==> src/rtl/stopwatch_scan.sv <==
// SS.cc stopwatch feeding a 4-digit seven-segment decoder: packed-BCD time on in_num,
// free-running digit select on c_digit, start/stop and clear from asynchronous buttons.
module stopwatch_scan #(
  parameter int TICK_DIV = 500000,
  parameter int SCAN_DIV = 50000
) (
  input  logic        clk,
  input  logic        rst_n,
  input  logic        btn_ss,
  input  logic        btn_clr,
  output logic [1:0]  c_digit,
  output logic [15:0] in_num,
  output logic        running,
  output logic        wrap
);
  localparam int TW = $clog2(TICK_DIV);
  localparam int SW = $clog2(SCAN_DIV);
  localparam logic [TW-1:0] TICK_LAST = TW'(TICK_DIV - 1);
  localparam logic [SW-1:0] SCAN_LAST = SW'(SCAN_DIV - 1);
  localparam logic [3:0][3:0] DMAX = {4'd5, 4'd9, 4'd9, 4'd9};

  typedef enum logic [1:0] {IDLE, RUN, PAUSE} state_t;
  state_t state, state_nx;

  // bit 0 = start/stop, bit 1 = clear; flops reset high so a held button gives no event
  logic [1:0] btn, s1, s2, prev, ev;
  logic       ss_ev, clr_ev;

  assign btn = {btn_clr, btn_ss};

  always_ff @(posedge clk or negedge rst_n) begin
    if (!rst_n) begin
      s1   <= '1;
      s2   <= '1;
      prev <= '1;
    end else begin
      s1   <= btn;
      s2   <= s1;
      prev <= s2;
    end
  end

  assign ev     = s2 & ~prev;
  assign ss_ev  = ev[0];
  assign clr_ev = ev[1];

  always_ff @(posedge clk or negedge rst_n) begin
    if (!rst_n) state <= IDLE;
    else        state <= state_nx;
  end

  always_comb begin
    state_nx = state;
    case (state)
      IDLE:    if (ss_ev) state_nx = RUN;
      RUN:     if (ss_ev) state_nx = PAUSE;
      PAUSE: begin
        if (clr_ev)     state_nx = IDLE;
        else if (ss_ev) state_nx = RUN;
      end
      default: state_nx = IDLE;
    endcase
  end

  // the prescaler only advances on cycles that stay in RUN, so the stop edge keeps the phase
  logic [TW-1:0] presc;
  logic          advance, tick;

  assign advance = (state == RUN) && !ss_ev;
  assign tick    = advance && (presc == TICK_LAST);

  always_ff @(posedge clk or negedge rst_n) begin
    if (!rst_n)                presc <= '0;
    else if (state_nx == IDLE) presc <= '0;
    else if (advance)          presc <= tick ? '0 : presc + 1'b1;
  end

  logic [3:0][3:0] dig, dig_nx;
  logic            carry;

  always_comb begin
    dig_nx = dig;
    carry  = 1'b1;
    for (int i = 0; i < 4; i++) begin
      if (carry) begin
        if (dig[i] == DMAX[i]) dig_nx[i] = 4'd0;
        else begin
          dig_nx[i] = dig[i] + 4'd1;
          carry     = 1'b0;
        end
      end
    end
  end

  always_ff @(posedge clk or negedge rst_n) begin
    if (!rst_n) begin
      dig     <= '0;
      wrap    <= 1'b0;
      running <= 1'b0;
    end else begin
      wrap    <= tick && (dig == 16'h5999);
      running <= (state_nx == RUN);
      if (state_nx == IDLE) dig <= '0;
      else if (tick)        dig <= dig_nx;
    end
  end

  assign in_num = dig;

  logic [SW-1:0] scan;

  always_ff @(posedge clk or negedge rst_n) begin
    if (!rst_n) begin
      scan    <= '0;
      c_digit <= 2'd0;
    end else if (scan == SCAN_LAST) begin
      scan    <= '0;
      c_digit <= c_digit + 2'd1;
    end else begin
      scan    <= scan + 1'b1;
    end
  end
endmodule

==> config.mk <==
export PLATFORM = sky130hd
export DESIGN_NAME = stopwatch_scan
export DESIGN_NICKNAME = d
export VERILOG_FILES = /design/src/rtl/stopwatch_scan.sv
export SDC_FILE = /design/constraint.sdc
export NUM_CORES = 1
export LEC_CHECK = 0
export CAP_MARGIN = 20
export CORE_MARGIN = 1
export CORE_UTILIZATION = 65
export CTS_BUF_LIST = sky130_fd_sc_hd__clkbuf_4
export DETAILED_ROUTE_END_ITERATION = 8
export PLACE_DENSITY = 0.87
export SLEW_MARGIN = 10
export SYNTH_ARGS = -nofsm -noshare
export SYNTH_HDL_FRONTEND = slang
export SYNTH_SLANG_ARGS = --single-unit
==> constraint.sdc <==
create_clock -name clk -period 3.5 [get_ports clk]
set_input_delay 0.7 -clock clk [delete_from_list [all_inputs] [get_ports clk]]
set_output_delay 0.7 -clock clk [all_outputs]
set_load 0.1 [all_outputs]
==> flow_summary.toml <==
[cts]
clock_sinks = 63
postCtsSetupRepairBufs = 0
cts_resized = 0
numCtsBuffers = 9
path_clk_slew_ns = 0.10
cts_root_buffer = "clkbuf_4"
ctsHtreeMaxLevel = 3
holdBufCountCts = 0
clk_latency_ns = 0.40
cts_tree = "yes"
clk_path_buf_depth = 2

[logic_synthesis]
yosys_warnings = 0
netlist_instances = 315
syn_area_um2 = 3180
synth_edf_count = 0
ys_seq_area_share_pct = 49.7
synth_nets = 329
async_reset_ff_share_pct = 100
yosys_most_used_dff = "dfrtp_1"
synth_cell_types = 49
synth-seq-cells = 63
syn_avg_cell_area_um2 = 10.1

[cells_and_area]
final_common_cell = "dfrtp_1"
fin_nets = 361
antenna_cells = 0
area_delta_synth_final_pct = 13.7
fillCellCount = 333
layout-drive-gt1-share_pct = 11.4
final_cell_mix = "dfrtp_1 (57), nor2_1 (40), nand2_1 (26)"
fin_area_um2 = 3620

[place]
place_congestion = 0.789
dpl.hpwl_mm = 3.98
post_dp_cell_area_um2 = 3490
numPortBuffers = 23

[sta]
finalCriticalPeriod_ns = 2.72
hold_viol_final = 0
slew-limit-headroom_pct = 34.5
setup-violations-final = 0
fmax_mhz = 367
worstMarginPinSlew_ns = 0.979
clock_skew_ns = 0.0185
slew_viol_final = 0
tns_ns = 0
fin_crit_sh_pct = 77.8
rsz0062_at_grt = "false"

[critical_path]
slowest_delay_ns = 1.17
critPathLaunchType = "flop"
crit_chain = "clkdlybuf4s50_1"
path_class = "reg -> out"
arrival_ns = 2.02
critPathCaptureType = "output port"
cp_slowest_cell = "clkdlybuf4s50_1"
worstPathBufferInverterCount = 1
cp-startpoint = "in_num[6]"
cp_max_fo = 7
r2r_end = "presc[14]"
r2r_cells = 5
cpLargestDelayFamily = "buffers and inverters"
rr_startpoint = "presc[11]"
r2r_setup_slack_ns = 1.28
worstSetupPathDepth = 1
required_ns = 2.80
crit_end = "in_num[6]"

[grt]
groute.usage.overall_pct = 25.2
grt_pass1_wl_mm = 10.0
grt_max_degree = 45
antenna_found_initial = 0
grt_pass1_vias = 2176
overflow = 0

[detailed_routing]
drt-initial-drc-count = 176
post_drt_wl_per_cell_um = 13.7
routed_wl_mm = 5.72
num_vias = 2385
via_per_inst = 5.69
drt_first_pass_iters = 4
drc = 0
antenna_left = 0

[floorplan]
core_area_um2 = 4720
rows = 25
die_area_um2 = 5180
fp.dieW_um = 72.0
start_util_pct = 67.4
die_y_um = 72.0
boundaryPins = 24

[outcome]
status = "completed"

[pwr]
powerDensity_nw_per_um2 = 401
power.leakage_nw = 1.58
finalPower_w = 0.00145
peakVddDrop_v = 0.000467

[run]
maxCapViolCount = 0

[min_path]
hold_class = "reg -> reg"
==> per-layer routing <==
layer / vias to the layer above / track usage (%) / part of all wire [%]
met5: - / 0 / 0
met4: 0 / 10.5 / 2.2
met3: 12 / 6.67 / 3.5
met2: 55 / 38.2 / 46
met1: 1150 / 35.1 / 48
li1: 1168 / - / -
==> kinds of logic after synthesis <==
group,synth area share (%)
flops,49.7
mux,0.982
compound gates,6.68
fa+ha+maj,3.93
xor+xnor,8.53
simple gates,27.4
buf+inv,2.75
==> Yosys cell counts, types with 3 or more instances <==
cell | number | area share, %
nand2_1 | 26 | 3.1
o211ai_1 | 8 | 1.9
and3_1 | 4 | 0.79
nand4_2 | 3 | 1.2
nand2b_1 | 3 | 0.59
nor2_1 | 40 | 4.7
nor2b_1 | 4 | 0.79
o21ai_0 | 5 | 0.79
xor2_1 | 21 | 5.8
dfrtp_1 | 57 | 45
nor3_1 | 4 | 0.63
xnor2_1 | 10 | 2.8
ha_1 | 10 | 3.9
or3_1 | 6 | 1.2
inv_1 | 14 | 1.7
dfstp_2 | 6 | 5.0
nor3b_1 | 3 | 0.71
a21oi_1 | 11 | 1.7
nand3_1 | 24 | 3.8
or4_1 | 4 | 0.94
nand4_1 | 13 | 2.6
==> how the worst min path moves through the flow <==
stage	slack, ns	cells after the start	end	start
floorplan	0.35	0	s2[0]	s1[0]
global placement	0.35	0	s2[0]	s1[0]
detailed placement	0.35	0	s2[0]	s1[0]
CTS	0.36	0	s2[0]	s1[0]
global route	0.37	0	s2[0]	s1[0]
finish	0.36	0	s2[0]	s1[0]
==> registers in the layout, indices dropped and copies added, names as in the netlist <==
signal   count
running      1
s2           2
wrap         1
in_num      16
state        2
scan        16
c_digit      2
presc       19
s1           2
prev         2
==> where the power goes <==
group	internal [W]	switching (W)
clock	0.000228	0.000250
combinational	0.0000529	0.000146
sequential	0.000753	0.0000204
==> worst reg2reg max path, stage by stage (launching register included) <==
cell and delay [ns]:
dfrtp_1 0.43, or4_4 0.57, nor3_4 0.30, nand3_4 0.17, nand2_1 0.45, o211ai_1 0.16
==> through the flow <==
stage                     hold WS (ns)  util (%)  worst slack, ns  cells
final                            0.359      76.6            0.778    419
after global routing             0.368      76.6            0.713    419
after floorplan                  0.345         -             1.12    315
after detailed placement         0.347      73.9             1.22    403
after CTS                        0.361      76.6            0.775    419
after global placement           0.346      73.9             1.25    403
==> area by class of cell <==
class	count	area, µm²	area share [%]
Multi-Input combinational cell	232	1510	41.8
Sequential cell	63	1580	43.8
Clock inverter	5	48.8	1.35
Tap cell	67	83.8	2.32
Inverter	14	52.6	1.45
Clock buffer	11	82.6	2.28
Timing Repair Buffer	27	255	7.05
Note: power is estimated with default switching activity, not from simulation.
